[src/rtl/tri_toggle_pkg.sv]
// Shared types and helpers for the three-channel toggle stimulus generator.
// State encoding, default widths and the half-period clamp live here.
package tri_toggle_pkg;

    typedef enum logic [1:0] {
        IDLE,
        RUN,
        DONE
    } state_e;

    localparam int CW_DEF    = 8;
    localparam int RUN_W_DEF = 16;

    // A programmed half-period of 0 behaves like 1.
    function automatic logic [31:0] eff_half(input logic [31:0] h);
        return (h == 32'd0) ? 32'd1 : h;
    endfunction

endpackage

[src/rtl/tri_toggle_stim_if.sv]
// Control/status bundle between a run controller and tri_toggle_stim.
// The master programs and launches runs; the slave drives the stimulus.
interface tri_toggle_stim_if #(
    parameter int CW    = 8,
    parameter int RUN_W = 16
);

    logic             start;
    logic             stop;
    logic [CW-1:0]    half_a;
    logic [CW-1:0]    half_b;
    logic [CW-1:0]    half_c;
    logic [RUN_W-1:0] run_len;
    logic             a;
    logic             b;
    logic             c;
    logic             busy;
    logic             done;
    logic [RUN_W-1:0] cyc_cnt;

    modport master (
        output start, stop,
        output half_a, half_b, half_c,
        output run_len,
        input  a, b, c,
        input  busy, done, cyc_cnt
    );

    modport slave (
        input  start, stop,
        input  half_a, half_b, half_c,
        input  run_len,
        output a, b, c,
        output busy, done, cyc_cnt
    );

endinterface

[src/rtl/tri_toggle_stim_chan.sv]
// One stimulus channel: half-period counter plus its output flop.
// Clear wins over enable; the output holds whenever enable is low.
module toggle_chan
    import tri_toggle_pkg::*;
#(
    parameter int CW = CW_DEF
) (
    input  logic          clk,
    input  logic          rst_n,
    input  logic          clr,
    input  logic          en,
    input  logic [CW-1:0] half,
    output logic          q
);

    logic [CW-1:0] cnt_q;
    logic [CW-1:0] cnt_d;
    logic [CW-1:0] last;
    logic          q_q;
    logic          q_d;

    assign last = CW'(eff_half(32'(half)) - 32'd1);

    always_comb begin
        cnt_d = cnt_q;
        q_d   = q_q;
        if (clr) begin
            cnt_d = '0;
            q_d   = 1'b0;
        end else if (en) begin
            if (cnt_q == last) begin
                cnt_d = '0;
                q_d   = ~q_q;
            end else begin
                cnt_d = cnt_q + CW'(1);
            end
        end
    end

    always_ff @(posedge clk or negedge rst_n) begin
        if (!rst_n) begin
            cnt_q <= '0;
            q_q   <= 1'b0;
        end else begin
            cnt_q <= cnt_d;
            q_q   <= q_d;
        end
    end

    assign q = q_q;

endmodule

[src/rtl/tri_toggle_stim.sv]
// Three-channel toggle stimulus generator with run-length control.
// Holds the run FSM, latched configuration and the run cycle counter.
module tri_toggle_stim
    import tri_toggle_pkg::*;
#(
    parameter int CW    = CW_DEF,
    parameter int RUN_W = RUN_W_DEF
) (
    input  logic          clk,
    input  logic          reset_n,
    tri_toggle_stim_if.slave bus
);

    state_e           state_q;
    state_e           state_d;
    logic             busy_q;
    logic             busy_d;
    logic             done_q;
    logic             done_d;
    logic [RUN_W-1:0] cyc_q;
    logic [RUN_W-1:0] cyc_d;
    logic [RUN_W-1:0] cyc_nxt;
    logic [RUN_W-1:0] len_q;
    logic [RUN_W-1:0] len_d;
    logic [CW-1:0]    ha_q;
    logic [CW-1:0]    ha_d;
    logic [CW-1:0]    hb_q;
    logic [CW-1:0]    hb_d;
    logic [CW-1:0]    hc_q;
    logic [CW-1:0]    hc_d;
    logic             ch_clr;
    logic             ch_en;
    logic             a_w;
    logic             b_w;
    logic             c_w;

    assign cyc_nxt = cyc_q + RUN_W'(1);

    always_comb begin
        state_d = state_q;
        busy_d  = busy_q;
        done_d  = 1'b0;
        cyc_d   = cyc_q;
        len_d   = len_q;
        ha_d    = ha_q;
        hb_d    = hb_q;
        hc_d    = hc_q;
        ch_clr  = 1'b0;
        ch_en   = 1'b0;
        unique case (state_q)
            IDLE: begin
                if (bus.start) begin
                    state_d = RUN;
                    busy_d  = 1'b1;
                    cyc_d   = '0;
                    ch_clr  = 1'b1;
                    len_d   = bus.run_len;
                    ha_d    = bus.half_a;
                    hb_d    = bus.half_b;
                    hc_d    = bus.half_c;
                end
            end
            RUN: begin
                // Abort beats completion: no toggle, no count, no done.
                if (bus.stop) begin
                    state_d = IDLE;
                    busy_d  = 1'b0;
                end else begin
                    ch_en = 1'b1;
                    cyc_d = cyc_nxt;
                    if (len_q != '0 && cyc_nxt == len_q) begin
                        state_d = DONE;
                        busy_d  = 1'b0;
                        done_d  = 1'b1;
                    end
                end
            end
            DONE: begin
                state_d = IDLE;
            end
            default: begin
                state_d = IDLE;
                busy_d  = 1'b0;
            end
        endcase
    end

    always_ff @(posedge clk or negedge reset_n) begin
        if (!reset_n) begin
            state_q <= IDLE;
            busy_q  <= 1'b0;
            done_q  <= 1'b0;
            cyc_q   <= '0;
            len_q   <= '0;
            ha_q    <= '0;
            hb_q    <= '0;
            hc_q    <= '0;
        end else begin
            state_q <= state_d;
            busy_q  <= busy_d;
            done_q  <= done_d;
            cyc_q   <= cyc_d;
            len_q   <= len_d;
            ha_q    <= ha_d;
            hb_q    <= hb_d;
            hc_q    <= hc_d;
        end
    end

    toggle_chan #(.CW(CW)) u_chan_a (
        .clk   (clk),
        .rst_n (reset_n),
        .clr   (ch_clr),
        .en    (ch_en),
        .half  (ha_q),
        .q     (a_w)
    );

    toggle_chan #(.CW(CW)) u_chan_b (
        .clk   (clk),
        .rst_n (reset_n),
        .clr   (ch_clr),
        .en    (ch_en),
        .half  (hb_q),
        .q     (b_w)
    );

    toggle_chan #(.CW(CW)) u_chan_c (
        .clk   (clk),
        .rst_n (reset_n),
        .clr   (ch_clr),
        .en    (ch_en),
        .half  (hc_q),
        .q     (c_w)
    );

    assign bus.a       = a_w;
    assign bus.b       = b_w;
    assign bus.c       = c_w;
    assign bus.busy    = busy_q;
    assign bus.done    = done_q;
    assign bus.cyc_cnt = cyc_q;

endmodule

[src/flat_wrapper.sv]
// flat-port wrapper written by rule: the top's interface ports become plain ports
module tri_toggle_stim_flat import tri_toggle_pkg::*;
#(
    parameter int CW    = CW_DEF,
    parameter int RUN_W = RUN_W_DEF
)
  (clk, reset_n, bus_start, bus_stop, bus_half_a, bus_half_b, bus_half_c, bus_run_len, bus_a, bus_b, bus_c, bus_busy, bus_done, bus_cyc_cnt);
  tri_toggle_stim_if #(.CW(CW), .RUN_W(RUN_W)) bus_i ();
  input  logic clk;
  input  logic reset_n;
  input wire logic [$bits(bus_i.start)-1:0] bus_start;
  input wire logic [$bits(bus_i.stop)-1:0] bus_stop;
  input wire logic [$bits(bus_i.half_a)-1:0] bus_half_a;
  input wire logic [$bits(bus_i.half_b)-1:0] bus_half_b;
  input wire logic [$bits(bus_i.half_c)-1:0] bus_half_c;
  input wire logic [$bits(bus_i.run_len)-1:0] bus_run_len;
  output wire logic [$bits(bus_i.a)-1:0] bus_a;
  output wire logic [$bits(bus_i.b)-1:0] bus_b;
  output wire logic [$bits(bus_i.c)-1:0] bus_c;
  output wire logic [$bits(bus_i.busy)-1:0] bus_busy;
  output wire logic [$bits(bus_i.done)-1:0] bus_done;
  output wire logic [$bits(bus_i.cyc_cnt)-1:0] bus_cyc_cnt;
  assign bus_i.start = bus_start;
  assign bus_i.stop = bus_stop;
  assign bus_i.half_a = bus_half_a;
  assign bus_i.half_b = bus_half_b;
  assign bus_i.half_c = bus_half_c;
  assign bus_i.run_len = bus_run_len;
  assign bus_a = bus_i.a;
  assign bus_b = bus_i.b;
  assign bus_c = bus_i.c;
  assign bus_busy = bus_i.busy;
  assign bus_done = bus_i.done;
  assign bus_cyc_cnt = bus_i.cyc_cnt;
  tri_toggle_stim #(.CW(CW), .RUN_W(RUN_W)) u_core (.clk(clk), .reset_n(reset_n), .bus(bus_i));
endmodule
[config.mk]
export PLATFORM = sky130hd
export DESIGN_NAME = tri_toggle_stim_flat
export DESIGN_NICKNAME = d
export VERILOG_FILES = /design/src/rtl/tri_toggle_pkg.sv /design/src/rtl/tri_toggle_stim_if.sv /design/src/rtl/tri_toggle_stim_chan.sv /design/src/rtl/tri_toggle_stim.sv /design/src/flat_wrapper.sv
export SDC_FILE = /design/constraint.sdc
export NUM_CORES = 1
export LEC_CHECK = 0
export CORE_MARGIN = 2
export CORE_UTILIZATION = 57
export DETAILED_ROUTE_END_ITERATION = 7
export PLACE_DENSITY = 0.81
export SLEW_MARGIN = 10
export SYNTH_ARGS = -nofsm -noshare
export SYNTH_HDL_FRONTEND = slang
export SYNTH_HIERARCHICAL = 1
export SYNTH_SLANG_ARGS = --single-unit
[constraint.sdc]
create_clock -name clk -period 4.05 [get_ports clk]
set_input_delay 0.6075 -clock clk [delete_from_list [all_inputs] [get_ports clk]]
set_output_delay 0.6075 -clock clk [all_outputs]
set_load 0.005 [all_outputs]
Word level (Yosys, flattened, before mapping)
Index checks and enable logic that the tools add are counted.

Output and inout port bits: 21. Word-level logic and storage cells: 91. Register bits: 87. Input bits: 44.

Add/sub/neg operators: 7. Bitwise gates (word level): 4. Reduce and logical (&&, ||, !) cells: 18. Equal/unequal tests: 9. Muxes and demuxes: 39.

Operator list (count): 8-bit two-way mux (12); 16-bit two-way mux (2); 16-bit one-hot mux with 2 select lines (1); 8-bit by 1-bit adder with 8-bit output, second input constant (3); 8-bit == test (3); 8-bit zero test (3); 8-bit by 1-bit subtractor with 8-bit output, second input constant (3); 1-bit two-way mux (19); 16-bit by 1-bit adder with 16-bit output, second input constant (1); 16-bit == test (1); 16-bit nonzero test (1); 2-bit AND reduction (5); 2-bit nonzero test (5); 2-bit two-way mux (3); 3-bit AND reduction (2); 2-bit != test, second input constant (2); 1-bit inverter (4); 2-bit one-hot mux with 2 select lines (1); 3-bit by 2-bit != test with 1-bit output, second input constant (1); 1-bit one-hot mux with 3 select lines (1); 2-bit by 1-bit == test with 1-bit output, second input constant (1); 2-bit == test, second input constant (1); 2-bit zero test (1); 1-bit logical AND (1).

Depth between registers and ports, before layout
Gate-level depths: netlist of the first run.

Depth after elaboration: 7. Gate-level depth with buffers: 10. Depth with buffers taken out: 9.

Modules after synthesis
Netlist of the first run, hierarchy kept.

By module, submodules not included: tri_toggle_stim (area an instance 3098.0 um^2, cells an instance 270, times used 1); toggle_chan (area an instance 794.5 um^2, cells an instance 89, times used 3).

Least setup slack after synthesis of the first run
Ideal clock, no wire load.

Kind: register -> register. Start point: register u_core.ha_q[3]. End point: register u_core.u_chan_a.q_q, in the netlist u_core/u_chan_a/q. Required time: 3.925 ns. Setup time: 0.125 ns. Path slack: 1.061 ns. Arrival time: 2.864 ns. Cell stages (with the launch flop): 11. Period minus slack after synthesis: 2.989 ns. Buffers on the path: 1. Cell sequence: dfrtp_1 -> buf_6 -> or4_4 -> nor3_4 -> a21oi_1 -> ha_1 -> o21ba_2 -> a221oi_1 -> a41oi_1 -> nor4_4 -> mux2_4.

Word-level cells in the longest chain between the ends: 6.

RTL lines: start, declared (RTL line tri_toggle_stim.sv:25) `logic [CW-1:0] ha_q;`; start signal, assigned (RTL line tri_toggle_stim.sv:95) `ha_q <= '0;`; start signal, assigned (RTL line tri_toggle_stim.sv:104) `ha_q <= ha_d;`; 8-bit zero test (RTL line tri_toggle_pkg.sv:16) `return (h == 32'd0) ? 32'd1 : h;`; 8-bit two-way mux * (RTL line tri_toggle_pkg.sv:16); 8-bit by 1-bit subtractor with 8-bit output * (RTL line tri_toggle_stim_chan.sv:22) `assign last = CW'(eff_half(32'(half)) - 32'd1);`; 8-bit == test * (RTL line tri_toggle_stim_chan.sv:31) `if (cnt_q == last) begin`; 2-bit nonzero test (no source line) *; 2-bit AND reduction (no source line) *; end signal, assigned (RTL line tri_toggle_stim_chan.sv:46) `q_q <= q_d;`; end, declared (RTL line tri_toggle_stim_chan.sv:19) `logic q_q;`.

Every way passes the cells marked *; elsewhere a longest branch is shown, timed or not. A chain may end at the register's enable or synchronous reset.

Final worst setup path of the first run
Start point: register u_core.ha_q[2]. End point: register u_core.u_chan_a.q_q, in the netlist u_core/u_chan_a/q.

Same word-level chain as after synthesis.

==> run metrics, run 1 <==
worst setup margin 0.782 ns; power per standard cell area 405 nW/um^2; reg2reg path depth 9; Clock Sinks 87; Die Width 102 um; Seq cells post-synth 87; CTS H-tree depth 3; Max clock buf depth 2; Worst Max-Slew Pin Slew 0.777 ns; RR Endpoint u_core/u_chan_a/q$_DFFE_PN0P_; area of the multi-input gates 3060 sq um; root buf cell clkbuf_8; reg2reg start u_core/ha_q[2]$_DFFE_PN0P_; Vias/cell 6.03; Netlist cell types 67; period utilisation layout 0.807; final hold vios 0; Syn. warnings 6; layout cells sized above 1 0.178; Chip Height 102 um; Routed WL 12.2 mm; Hold WC Path Type input port to asynchronous set/reset pin; final slew viol count 0; Syn Std Cell Area 5480 sq um; number of synthesized flops with an enable pin 0; asr flop ratio synth 1.00; min Tclk post-route 3.27 ns; setup bufs post-CTS 0; Final Wtd Congestion 0.962; commonest non-fill, non-tap cells in the layout 87 x dfrtp_1, 63 x clkdlybuf4s50_1, 40 x mux2_2, 39 x nor2_1, 36 x nand2_1; Rel. slew slack 0.482; pre-CTS setup slack 0.835 ns; Layout Nets 643; cts bufs inserted 9; Starting Density 0.590; ys flop type dfrtp_1; vias in the first global route 4,293; antenna-violating nets left 0; Register Area 2180 sq um; CTS resizes 0; Synth Instances 537; Area Overhead vs Synth 16.5%; Critical Path AT 3.52 ns; worst endpoint required time 4.30 ns; I/O pin total 65; number of remaining DRC errors 0; Max-Cap Viols 0; clock skew 0.0120 ns; fmax 306 MHz; port buffer count 64; net count after synthesis 588; wire length per cell 16.9 um; Crit Path Max Fanout 8; Fillers 733; vias 4,371; Diodes inserted 0; critical path type register to register; number of DRC markers in iteration 0 189; initial antenna violation count 0; Setup TNS 0 ns; worst-skew pair later-pin latency 0.36 ns; setup slack, reg-to-reg 0.78 ns; RSZ-0062 raised after global routing false; Rows 35; first-pass GRT wire length 20.1 mm; sequential share of the synthesized area 0.397; die area 10,400 sq um; final setup fails 0; total track usage 0.243; largest net degree at the start of global routing 63; status finished clean; post-DP HPWL 8.83 mm; Core Region 9280 sq um; Post-Syn Area per Cell 10.2 sq um; maximum vdd ir drop 0.235 mV; clock-pin slew on the worst setup and hold paths 0.09 ns; grt ovf 0; Setup crit end kind register; commonest non-fill, non-tap cell in the layout dfrtp_1; CTS tree done; Leak Pwr 2.55 nW; Startpoint Class register; CTS Hold Bufs 0; DRT Pass-1 Iters 5
==> synth_stat cells, drive strengths merged, types with 2 or more instances <==
library cell	count	area [sq um]
a211o	3	30.0
a211oi	3	22.5
a21o	2	16.3
a21oi	14	70.1
a221oi	3	26.3
a31oi	7	43.8
a41oi	3	26.3
and3	8	50.1
and4	3	27.5
buf	15	108
clkbuf	16	90.1
dfrtp	87	2180
ha	7	87.6
inv	14	52.6
mux2	43	495
mux2i	3	30.0
nand2	36	135
nand2b	10	62.6
nand3	16	90.1
nand4	5	37.5
nor2	39	146
nor2b	7	43.8
nor3	23	160
nor3b	6	50.1
nor4	18	185
o2111a	3	33.8
o2111ai	7	67.6
o211ai	7	67.6
o21ai	33	165
o21ba	3	30.0
o221ai	4	41.3
o22ai	3	18.8
o31ai	7	57.6
o41ai	4	57.6
or4	4	41.3
xnor2	26	228
xor2	33	289
==> per-layer routing <==
layer,track usage,part of all wire,wire [um]
met1,0.308,0.44,5380
met2,0.427,0.50,6150
met3,0.0369,0.044,534
met4,0.0779,0.013,163
met5,0,0,0
==> area by class of cell <==
class / count / area share
tap: 129 / 0.0253
timing repair buffer: 75 / 0.113
multi-input combinational: 405 / 0.479
inverter: 14 / 0.00823
clock inverter: 3 / 0.0106
sequential: 87 / 0.341
clock buffer: 12 / 0.0227
==> cell families (layout without fill, tap and decap cells) <==
| family | count (synthesis) | in the layout | synth area share |
|---|---|---|---|
| adder cells (fa/ha/maj) | 7 | 7 | 0.0160 |
| flip-flops | 87 | 87 | 0.397 |
| multiplexers | 46 | 46 | 0.0959 |
| XOR/XNOR | 59 | 59 | 0.0943 |
| AND/OR/NAND/NOR | 181 | 181 | 0.197 |
| AO/OA/AOI/OAI | 112 | 112 | 0.154 |
| buffers and inverters | 45 | 104 | 0.0457 |
==> how the worst max path moves through the flow <==
stage | slack, ns | start | end
after CTS | 0.81 | u_core/ha_q[2]$_DFFE_PN0P_ | u_core/u_chan_a/q$_DFFE_PN0P_
after floorplan | 1.06 | u_core/ha_q[3]$_DFFE_PN0P_ | u_core/u_chan_a/q$_DFFE_PN0P_
after detailed placement | 0.84 | u_core/ha_q[2]$_DFFE_PN0P_ | u_core/u_chan_a/q$_DFFE_PN0P_
final | 0.78 | u_core/ha_q[2]$_DFFE_PN0P_ | u_core/u_chan_a/q$_DFFE_PN0P_
after global routing | 0.64 | u_core/hb_q[3]$_DFFE_PN0P_ | u_core/u_chan_b/q$_DFFE_PN0P_
after global placement | 0.98 | u_core/hc_q[3]$_DFFE_PN0P_ | u_core/u_chan_c/q$_DFFE_PN0P_
==> through the flow <==
stage,hold slack (ns),area (sq um),std cells,total power [mW],utilization
finish,0.326,6380,725,2.59,0.688
global route,0.393,6380,725,2.72,0.688
CTS,0.350,6380,725,2.59,0.688
detailed placement,0.522,6170,710,1.92,0.665
global placement,0.510,6170,710,1.88,0.665
floorplan,0.312,5480,537,1.70,-
==> critical path: stages (launching register included) <==
cell	delay [ns]
dfrtp_1	0.47
or4_4	0.60
nor3_4	0.18
a21oi_1	0.10
ha_1	0.29
o21ba_2	0.22
a221oi_1	0.32
a41oi_1	0.15
nor4_4	0.49
mux2_4	0.33
==> report_power, final <==
| part | total (mW) | switching [mW] | internal (mW) |
|---|---|---|---|
| Combinational | 0.722 | 0.350 | 0.372 |
| Clock | 0.672 | 0.310 | 0.362 |
| Sequential | 1.19 | 0.205 | 0.986 |
| Total | 2.59 | 0.865 | 1.72 |
==> registers in the layout, indices dropped and copies added (netlist names) <==
register               cells
u_core/bus.cyc_cnt        16
u_core/len_q              16
u_core/ha_q                8
u_core/hb_q                8
u_core/hc_q                8
u_core/u_chan_a/cnt_q      8
u_core/u_chan_b/cnt_q      8
u_core/u_chan_c/cnt_q      8
u_core/state_q             2
u_core/bus.busy            1
u_core/bus.done            1
u_core/u_chan_a/q          1
u_core/u_chan_b/q          1
u_core/u_chan_c/q          1
No activity file was read; power rests on OpenSTA's default activity.
==> run 2, diff against run 1 <==
- CORE_UTILIZATION: 57 -> 51
- PLACE_DENSITY: 0.81 -> 0.77
- clock period: 4.05 -> 2.9 ns (I/O delays scaled with it)
==> run metrics, run 2 (synthesis results as in run 1) <==
status finished with violations; failing checks negative setup slack; CTS tree done; DRT Pass-1 Iters 5 (unchanged); largest net degree at the start of global routing 46 (-27%); first-pass GRT wire length 20.7 mm (+3.0%); worst endpoint required time 3.15 ns (-1.15 ns); port buffer count 64 (unchanged); Fillers 812 (+11%); post-DP HPWL 8.96 mm (+1.4%); Max-Cap Viols 0 (unchanged); fmax 339 MHz (+11%); Rows 37 (+5.7%); CTS H-tree depth 3 (unchanged); Rel. slew slack 0.342 (-0.140); final setup fails 2 (+2); Setup TNS -0.0591 ns (-0.0591 ns); area of the multi-input gates 3190 sq um (+4.2%); final slew viol count 0 (unchanged); maximum vdd ir drop 0.332 mV (+42%); clock skew 0.0117 ns (-0.000292 ns); Critical Path AT 3.21 ns (-0.31 ns); Chip Height 108 um (+5.5%); clock-pin slew on the worst setup and hold paths 0.09 ns (about the same); Area Overhead vs Synth 22.6%; I/O pin total 65 (unchanged); Max clock buf depth 2 (unchanged); total track usage 0.226 (-0.0167); Leak Pwr 2.69 nW (+5.7%); placed instance count 734 (+3.4%); Starting Density 0.529 (-0.0618); commonest non-fill, non-tap cell in the layout dfrtp_1; critical path type register to register; Register Area 2180 sq um (unchanged); Core Region 10,400 sq um (+12%); layout cells sized above 1 0.243 (+0.0653); die area 11,600 sq um (+11%); vias in the first global route 4,311 (+0.42%); Startpoint Class register; final hold vios 0 (unchanged); final instance area 6720 sq um (+5.3%); Worst Max-Slew Pin Slew 0.983 ns (+0.206 ns); Routed WL 12.8 mm (+4.6%); commonest non-fill, non-tap cells in the layout 87 x dfrtp_1, 63 x clkdlybuf4s50_1, 40 x mux2_2, 39 x nor2_1, 36 x nand2_1; number of remaining DRC errors 0 (unchanged); Setup crit end kind register; Final Non-Filler Cells 757 (+4.4%); placed inst area 6330 sq um (+2.6%); initial antenna violation count 0 (unchanged); Diodes inserted 0 (unchanged); wire length per cell 16.9 um (+0.17%); number of DRC markers in iteration 0 293 (+55%); Vias/cell 5.99 (-0.57%); RSZ-0062 raised after global routing true; Die Width 108 um (+5.5%); period utilisation layout 1.02 (+0.211); vias 4,538 (+3.8%); grt ovf 0 (unchanged); root buf cell clkbuf_8; power per standard cell area 555 nW/um^2 (+37%); worst-skew pair later-pin latency 0.37 ns (about the same); Clock Sinks 87 (unchanged); min Tclk post-route 2.95 ns (-0.315 ns); Hold WC Path Type input port to asynchronous set/reset pin; antenna-violating nets left 0 (unchanged); Final Wtd Congestion 0.916 (-4.8%); Crit Path Max Fanout 3 (-5); cts bufs inserted 9 (unchanged); Layout Nets 667 (+3.7%); worst setup margin -0.0528 ns (-0.835 ns)
## run 2: changes by cell type in the layout (fill, tap and decap cells not counted), moves of 3 or more
| cell | before | now |
|---|---|---|
| a221oi_1 | 3 | 0 |
| ha_1 | 7 | 4 |
| a221oi_2 | 0 | 3 |
| a21oi_1 | 14 | 11 |
| nor3_2 | 0 | 4 |
| buf_4 | 12 | 34 |
| nor3_1 | 19 | 15 |
| a21oi_2 | 0 | 3 |
## run 2: through the flow
| step | utilization | hold WS (ns) | setup slack [ns] | total power [mW] |
|---|---|---|---|---|
| global route | 0.648 | 0.0854 | -0.147 | 3.95 |
| CTS | 0.632 | 0.0646 | -0.00561 | 3.65 |
| floorplan | - | 0.139 | -0.0325 | 2.38 |
| global placement | 0.611 | 0.455 | 0.112 | 2.68 |
| finish | 0.648 | 0.0474 | -0.0528 | 3.73 |
| detailed placement | 0.611 | 0.465 | -0.0564 | 2.74 |
## run 2: critical path, cell delays in order, from the launching register on
cell	delay [ns]
dfrtp_1	0.38
or4_4	0.56
nor3_4	0.23
a21oi_2	0.10
ha_4	0.27
xor2_1	0.17
o2111ai_1	0.13
a211o_2	0.35
nor4_4	0.32
mux2_4	0.33
## run 2: cell type report
class                   instances  share of cell area
clock buffers                  11              0.0210
inverters                      14             0.00782
multi-input cells             405               0.474
flip-flops and latches         87               0.324
repair buffers                 99               0.138
well taps                     136              0.0253
clock inverters                 5             0.00987
## run 2: timing repair
| action | CTS | global route |
|---|---|---|
| gates resized for setup | 2 | 20 |
| endpoints found under the setup margin | 11 | 27 |
| pin swaps | 3 | 18 |
| hold buffers | 0 | 0 |
| setup buffers | 1 | 6 |
## run 2: routing by layer
layer,up-vias,share of wire,track usage
met5,-,0,0
met4,0,0.024,0.0897
met3,31,0.044,0.0448
met2,133,0.50,0.373
met1,2248,0.43,0.291
li1,2126,-,-
## run 2: report_power, final
part           internal (mW)  switching, mW  total (mW)
sequential              1.38          0.255        1.63
combinational          0.612          0.597        1.21
clock                  0.431          0.459       0.890
total                   2.42           1.31        3.73
## run 2: path summary, 6_finish.rpt
path | startpoint | endpoint | slack (ns) | depth (start not counted)
setup / recovery | u_core/ha_q[3]$_DFFE_PN0P_ | u_core/u_chan_a/q$_DFFE_PN0P_ | -0.05 | 9
hold / removal | reset_n | u_core/hc_q[4]$_DFFE_PN0P_ | 0.05 | 1
setup reg to reg | u_core/ha_q[3]$_DFFE_PN0P_ | u_core/u_chan_a/q$_DFFE_PN0P_ | -0.05 | 9
hold reg to reg | u_core/bus.busy$_DFFE_PN0P_ | u_core/bus.busy$_DFFE_PN0P_ | 0.55 | 2
max in group asynchronous | reset_n | u_core/bus.cyc_cnt[11]$_DFFE_PN0P_ | 2.21 | 2
min in group clk | u_core/bus.busy$_DFFE_PN0P_ | u_core/bus.busy$_DFFE_PN0P_ | 0.55 | 2
